## config.mk

```make
export PLATFORM = sky130hd
export DESIGN_NAME = tlb_assoc
export DESIGN_NICKNAME = d
export VERILOG_FILES = /design/src/rtl/tlb_assoc.sv
export SDC_FILE = /design/constraint.sdc
export NUM_CORES = 1
export LEC_CHECK = 0
export ABC_AREA = 1
export CORE_UTILIZATION = 38
export DETAILED_ROUTE_END_ITERATION = 12
export PLACE_DENSITY = 0.64
export SYNTH_ARGS = -nofsm -noshare
export SYNTH_HDL_FRONTEND = slang
export SYNTH_SLANG_ARGS = --single-unit
```

## constraint.sdc

```tcl
create_clock -name clk -period 4.9 [get_ports clk]
set_input_delay 1.47 -clock clk [delete_from_list [all_inputs] [get_ports clk]]
set_output_delay 1.47 -clock clk [all_outputs]
set_load 0.03 [all_outputs]
```

## src/rtl/tlb_assoc.sv

```systemverilog
// Fully-associative translation buffer with round-robin refill, flush, privilege check
// and a saturating miss counter. Misses are resolved through a req/ack page-table walk.
module tlb_assoc #(
    parameter int VA_WIDTH    = 32,
    parameter int PA_WIDTH    = 20,
    parameter int PAGE_BITS   = 12,
    parameter int NUM_ENTRIES = 4,
    parameter int CNT_WIDTH   = 16
) (
    input  logic                          clk,
    input  logic                          reset,
    input  logic                          req_valid,
    output logic                          req_ready,
    input  logic [VA_WIDTH-1:0]           req_vaddr,
    input  logic                          req_user,
    output logic                          resp_valid,
    output logic [PA_WIDTH-1:0]           resp_paddr,
    output logic                          resp_hit,
    output logic                          resp_fault,
    output logic                          walk_req,
    output logic [VA_WIDTH-PAGE_BITS-1:0] walk_vpn,
    input  logic                          walk_ack,
    input  logic [PA_WIDTH-PAGE_BITS-1:0] walk_ppn,
    input  logic                          walk_super,
    input  logic                          walk_fault,
    input  logic                          flush,
    output logic [CNT_WIDTH-1:0]          miss_count,
    output logic                          dbg_state
);
    localparam int VPN_W = VA_WIDTH - PAGE_BITS;
    localparam int PPN_W = PA_WIDTH - PAGE_BITS;
    localparam int IDX_W = $clog2(NUM_ENTRIES);

    typedef enum logic {IDLE = 1'b0, WALK = 1'b1} state_t;
    state_t state, state_next;

    logic [NUM_ENTRIES-1:0] ent_valid;
    logic [NUM_ENTRIES-1:0] ent_super;
    logic [VPN_W-1:0]       ent_vpn [NUM_ENTRIES];
    logic [PPN_W-1:0]       ent_ppn [NUM_ENTRIES];
    logic [IDX_W-1:0]       rr_ptr;

    logic [PAGE_BITS-1:0]   lat_off;
    logic                   lat_user;

    logic [VPN_W-1:0]       req_vpn;
    logic                   accept, take_ack, fill;
    logic                   hit, hit_super;
    logic [PPN_W-1:0]       hit_ppn;
    logic [IDX_W-1:0]       vic_idx;
    logic                   vic_free;

    // Handshake: a request transfers on a cycle where req_valid && req_ready; req_ready is
    // high exactly while the FSM is IDLE. walk_req holds until walk_ack is seen in WALK.
    assign req_ready = (state == IDLE);
    assign dbg_state = (state == WALK);
    assign req_vpn   = req_vaddr[VA_WIDTH-1:PAGE_BITS];
    assign accept    = req_valid && (state == IDLE);
    assign take_ack  = walk_ack && (state == WALK);
    assign fill      = take_ack && !walk_fault && !flush;

    // A flush in the accept cycle hides every entry from the lookup.
    always_comb begin
        hit       = 1'b0;
        hit_super = 1'b0;
        hit_ppn   = '0;
        for (int i = 0; i < NUM_ENTRIES; i++) begin
            if (ent_valid[i] && !flush && ent_vpn[i] == req_vpn) begin
                hit       = 1'b1;
                hit_super = ent_super[i];
                hit_ppn   = ent_ppn[i];
            end
        end
    end

    always_comb begin
        vic_idx  = rr_ptr;
        vic_free = 1'b0;
        for (int i = NUM_ENTRIES - 1; i >= 0; i--) begin
            if (!ent_valid[i]) begin
                vic_idx  = IDX_W'(i);
                vic_free = 1'b1;
            end
        end
    end

    always_comb begin
        state_next = state;
        case (state)
            IDLE:    if (accept && !hit) state_next = WALK;
            WALK:    if (walk_ack) state_next = IDLE;
            default: state_next = IDLE;
        endcase
    end

    always_ff @(posedge clk) begin
        if (reset) state <= IDLE;
        else       state <= state_next;
    end

    always_ff @(posedge clk) begin
        if (reset) begin
            ent_valid <= '0;
            rr_ptr    <= '0;
        end else if (flush) begin
            ent_valid <= '0;
        end else if (fill) begin
            ent_valid[vic_idx] <= 1'b1;
            ent_super[vic_idx] <= walk_super;
            ent_vpn[vic_idx]   <= walk_vpn;
            ent_ppn[vic_idx]   <= walk_ppn;
            if (!vic_free) rr_ptr <= rr_ptr + 1'b1;
        end
    end

    always_ff @(posedge clk) begin
        if (reset) begin
            resp_valid <= 1'b0;
            resp_hit   <= 1'b0;
            resp_fault <= 1'b0;
            resp_paddr <= '0;
            walk_req   <= 1'b0;
            walk_vpn   <= '0;
            miss_count <= '0;
            lat_off    <= '0;
            lat_user   <= 1'b0;
        end else begin
            resp_valid <= 1'b0;
            resp_hit   <= 1'b0;
            resp_fault <= 1'b0;
            resp_paddr <= '0;
            if (accept && hit) begin
                resp_valid <= 1'b1;
                resp_hit   <= 1'b1;
                resp_fault <= req_user & hit_super;
                resp_paddr <= {hit_ppn, req_vaddr[PAGE_BITS-1:0]};
            end else if (accept) begin
                walk_req <= 1'b1;
                walk_vpn <= req_vpn;
                lat_off  <= req_vaddr[PAGE_BITS-1:0];
                lat_user <= req_user;
                if (miss_count != '1) miss_count <= miss_count + 1'b1;
            end
            if (take_ack) begin
                walk_req   <= 1'b0;
                walk_vpn   <= '0;
                resp_valid <= 1'b1;
                resp_fault <= walk_fault | (lat_user & walk_super);
                resp_paddr <= walk_fault ? '0 : {walk_ppn, lat_off};
            end
        end
    end
endmodule
```

* Word-level counts from Yosys, hierarchy flattened
Memory sizes are Yosys's and may differ from the RTL's.
Index checks and enable logic that the tools add are counted.
** Storage, ports and cells
- RAM bits :: 112
- Bits in registers :: 84
- Logic and storage cells :: 94
- Memories :: 2
** Memory list
- ent_vpn :: words 4, width 20, rd ports 4, clocked after memory_dff 0, write ports 1, line 39 : logic [VPN_W-1:0] ent_vpn [NUM_ENTRIES];
- ent_ppn :: words 4, width 8, rd ports 4, clocked after memory_dff 0, write ports 1, line 40 : logic [PPN_W-1:0] ent_ppn [NUM_ENTRIES];
** Cells by class
- Equal/unequal tests :: 5
- Add/subtract/negate cells :: 2
- Reductions and logical operators :: 24
- Bitwise gates (word level) :: 9
- Multiplexer cells :: 37
- $lt $le $gt $ge :: 2
** Operator list (count)
- equality test 20 bit :: 4
- 2-to-1 mux 20 bit :: 3
- 2-to-1 mux 8 bit :: 4
- 2-to-1 mux 1 bit :: 23
- adder 16 x 1 -> 16 bit (second input constant) :: 1
- != test 16 bit (second input constant) :: 1
- logical AND 1 bit :: 15
- AND reduction 3 bit :: 3
- 2-to-1 mux 2 bit :: 4
- inverter 1 bit :: 5
- bitwise mux 4 bit :: 1
- bitwise OR 4 bit :: 1
- OR reduction 2 bit :: 2
- logical NOT 1 bit :: 3
- less-than comparator 2 x 3 -> 1 bit (second input constant) :: 1
- adder 2 x 1 -> 2 bit (second input constant) :: 1
- AND 1 bit :: 2
- demux 1 bit (select 2 bit) :: 1
- greater-or-equal comparator 2 x 1 -> 1 bit (second input constant) :: 1
- one-hot mux 1 bit (2 select lines) :: 1
- AND reduction 2 bit :: 1
- bitwise OR 1 bit :: 1

* Depth between registers and ports, before layout
- Depth in word-level cells :: 11
- Gate-level depth with buffers :: 16

* Least setup slack after synthesis
OpenSTA, ideal clock, no wires.
- Path kind :: input port to flip-flop
- Start :: input port walk_ack
- End :: memory ent_ppn[2][0] (netlist name), enable pin
- Setup slack :: 0.271 ns
- Arrival time :: 4.181 ns
- Stages :: 8
- Required time :: 4.452 ns
- Library setup time :: 0.448 ns
- Path through :: nand2_1 > nor2_1 > inv_1 > nor3_1 > inv_1 > nor2_1 > inv_1 > nor3_1
** Between the ends
- Word-level cells in the longest chain between the ends :: 7
** Ends and longest elaborated chain
- start: declaration :: line 22 : input logic walk_ack,
- logical AND 1 bit :: line 59 : assign take_ack = walk_ack && (state == WALK);
- logical AND 1 bit (2 in a row) :: line 60 : assign fill = take_ack && !walk_fault && !flush;
- 2-to-1 mux 1 bit :: line 107 : end else if (fill) begin
- 2-to-1 mux 1 bit :: line 105 : end else if (flush) begin
- 2-to-1 mux 1 bit :: line 102 : if (reset) begin
- 2-to-1 mux 1 bit (not written as such) :: line 111 : ent_ppn[vic_idx] <= walk_ppn;
- end: declaration :: line 40
Every way passes these cells.

* Worst setup path after layout
- Start :: input port req_vaddr[12]
- End :: register walk_vpn[3]
** Between the ends
- Word-level cells in the longest chain between the ends :: 9
** Ends and longest elaborated chain
- start: declaration :: line 14 : input logic [VA_WIDTH-1:0] req_vaddr,
- equality test 20 bit :: line 68 : if (ent_valid[i] && !flush && ent_vpn[i] == req_vpn) begin
- logical AND 1 bit :: line 68
- 2-to-1 mux 1 bit (3 in a row) :: line 68
- 2-to-1 mux 1 bit * :: line 68
- logical AND 1 bit * :: line 132 : if (accept && hit) begin
- inverter 1 bit (no line) *
- AND reduction 2 bit (no line) *
- end signal: assignment :: line 139 : walk_vpn <= req_vpn;
- end: declaration :: line 21 : output logic [VA_WIDTH-PAGE_BITS-1:0] walk_vpn,
Every way passes the cells marked *; elsewhere a longest branch is shown, timed or not.
A chain may end at the register's enable or synchronous reset.

==> results.json <==
{
  "netlist_instances": 1100,
  "clock_sinks": 196,
  "vias_per_cell": 5.04,
  "fin_nets": 1254,
  "max_freq_mhz": 277,
  "tritoncts": "yes",
  "cts_buffers": 17,
  "die_area_sq_um": 25200,
  "rows": 56,
  "cts-root-buf": "clkbuf_16",
  "fin_setup_tns_ns": 0,
  "grtUsageTotal": 0.218,
  "setup_viol": 0,
  "layout-drive-gt1-share": 0.0747,
  "p_per_area_nw_per_um2": 312,
  "fin_crit_ns": 3.61,
  "cp.required_ns": 5.25,
  "post-route-util": 0.478,
  "drt_iter0_markers": 655,
  "overflow": 0,
  "synth.distinct_cells": 38,
  "power.leakage_nw": 4.47,
  "synth_edf_count": 116,
  "cts_setup_buffers": 0,
  "area_growth_pct": 21.6,
  "start_util": 0.393,
  "clkTransAtPathRegs_ns": 0.08,
  "r2r_cells": 10,
  "grt_setup_unrepaired": "no",
  "path_max_fanout": 29,
  "antennaDiodeCount": 0,
  "core_area_sq_um": 23800,
  "crit_arrival_ns": 3.96,
  "place_area_sq_um": 10700,
  "io-pin-count": 110,
  "dr.pass1.iters": 5,
  "finalWirelength_um": 26700,
  "port_buffers": 109,
  "async_flop_share": 0,
  "ir_drop_uv": 227,
  "maxSlewViolCount": 0,
  "r2r_end": "miss_count[0]",
  "htreeDepth": 4,
  "first_global_vias": 7486,
  "drc_errors": 0,
  "max-clock-path-buffers": 2,
  "die_h_um": 159,
  "grt_pass1_wl_um": 42400,
  "status": "finished, final reports clean",
  "synth.cell_area_sq_um": 9340,
  "ys_seq_area_frac": 0.545,
  "whs_path_depth": 2,
  "ys_ff_latch": 196,
  "cts.repair.resized": 0,
  "wl_per_cell_um": 17.4,
  "max_slew_margin": 0.351,
  "setup_slack_ns": 1.29,
  "ys_warn_count": 0,
  "num_vias": 7752,
  "worst_pin_slew_ns": 0.972,
  "finalHoldViolCount": 0,
  "cp-end-kind": "flip-flop",
  "clock_skew_ns": 0.0167,
  "syn_area_per_cell_sq_um": 8.49,
  "hold_path_end": "walk_req",
  "hold_path_startpoint": "walk_req",
  "synthFlopType": "edfxtp_1",
  "place_ws_ns": 0.866,
  "gp_congestion": 0.955,
  "cap_violations": 0,
  "worstSetupStartpointType": "primary input",
  "finalInstanceArea_sq_um": 11300,
  "reg2reg_from": "miss_count[0]",
  "min_period_over_period": 0.736,
  "instances_no_fill": 1537,
  "syn_nets": 1149,
  "fill_cells": 2267,
  "grt_max_degree": 51,
  "clock_latency_ns": 0.44,
  "ant_nets": 0,
  "antenna_found_initial": 0,
  "die_w_um": 159,
  "min_path_type": "flip-flop to flip-flop",
  "reg2reg_slack_ns": 2.53,
  "placedCellCount": 1505,
  "dp_hpwl_um": 19500,
  "holdBufCountCts": 0,
  "path_class": "primary input to flip-flop"
}
layer usage:
metal / vias to the layer above / global-route usage / share of wire
met5: - / 0 / 0
met4: 0 / 0.0627 / 0.018
met3: 30 / 0.0313 / 0.050
met2: 249 / 0.345 / 0.46
met1: 3653 / 0.308 / 0.48
li1: 3820 / - / -
layout make-up:
| type | count | area (sq um) | area share |
|---|---|---|---|
| sequential | 196 | 5080 | 0.448 |
| multi-input combinational | 749 | 3580 | 0.315 |
| timing repair buffer | 124 | 1220 | 0.107 |
| inverter | 117 | 439 | 0.0387 |
| clock buffer | 17 | 425 | 0.0375 |
| tap | 319 | 399 | 0.0352 |
| clock inverter | 15 | 208 | 0.0183 |
where the power goes:
part	leakage [nW]	switching, mW	internal (mW)
logic	2.46	0.187	0.107
registers	1.71	0.0220	1.76
clock network	0.298	0.718	0.744
total	4.47	0.926	2.61
per-stage QoR:
stage          total power [mW]  hold WS, ns
6_report                   3.54        0.461
5_1_grt                    3.66        0.474
4_1_cts                    3.56        0.464
3_5_place_dp               2.11        0.442
3_3_place_gp               2.11        0.446
2_1_floorplan              1.98        0.439
worst max-delay path by stage:
stage / startpoint / endpoint / slack, ns / depth (start not counted)
after floorplan: walk_ack / ent_ppn[2][0] / 0.27 / 8
after global placement: req_vaddr[29] / resp_paddr[15] / 0.87 / 13
after detailed placement: req_vaddr[29] / resp_paddr[17] / 0.87 / 13
after CTS: req_vaddr[29] / resp_paddr[17] / 1.32 / 13
after global routing: req_vaddr[12] / walk_vpn[5] / 1.10 / 13
final: req_vaddr[12] / walk_vpn[3] / 1.29 / 13
cell families after synthesis:
kind of cell,after synthesis,share of synthesized area
buf+inv,155,0.0743
xor+xnor,33,0.0310
compound gates,109,0.0626
simple gates,606,0.286
flops,196,0.545
fa+ha+maj,1,0.00134
flip-flops by register name (all words and copies together) (netlist names):
signal,flops
dbg_state,1
ent_ppn,32
ent_super,4
ent_valid,4
ent_vpn,80
lat_off,12
lat_user,1
miss_count,16
resp_fault,1
resp_hit,1
resp_paddr,20
resp_valid,1
rr_ptr,2
walk_req,1
walk_vpn,20
Yosys cell counts (all sizes together) (13+ instances only):
master	n	area share
dfxtp	80	0.17
nor3	18	0.011
edfxtp	116	0.37
nand2	318	0.13
clkbuf	15	0.0062
buf	23	0.021
a21oi	58	0.031
nand3	101	0.058
xor2	13	0.012
xnor2	20	0.019
o21ai	41	0.023
nor2	125	0.059
nand4	35	0.023
inv	116	0.047
critical path: stages:
cell	delay, ns
clkdlybuf4s50_1	0.66
inv_1	0.15
o21ai_0	0.18
nor2_1	0.08
nand2_1	0.06
nor2_1	0.05
nand3_1	0.08
nand2_1	0.09
nor2_4	0.13
buf_4	0.32
buf_4	0.38
nand3_1	0.12
a21oi_1	0.17
cells in the final DEF (no fill, tap or decap), drive strengths merged:
master	Yosys	final
a21boi	7	7
or2	5	5
bufinv	0	1
nor3	18	18
clkdlybuf4s50	0	109
nand3	101	101
o22ai	1	1
clkinvlp	0	2
o211ai	2	2
clkbuf	15	17
clkinv	1	8
nor2	125	125
dfxtp	80	80
inv	116	121
o21ai	41	41
ha	1	1
a21oi	58	58
nand2	318	318
xnor2	20	20
edfxtp	116	116
xor2	13	13
nand3b	4	4
buf	23	15
nand4	35	35
No activity file was read; power rests on OpenSTA's default activity.
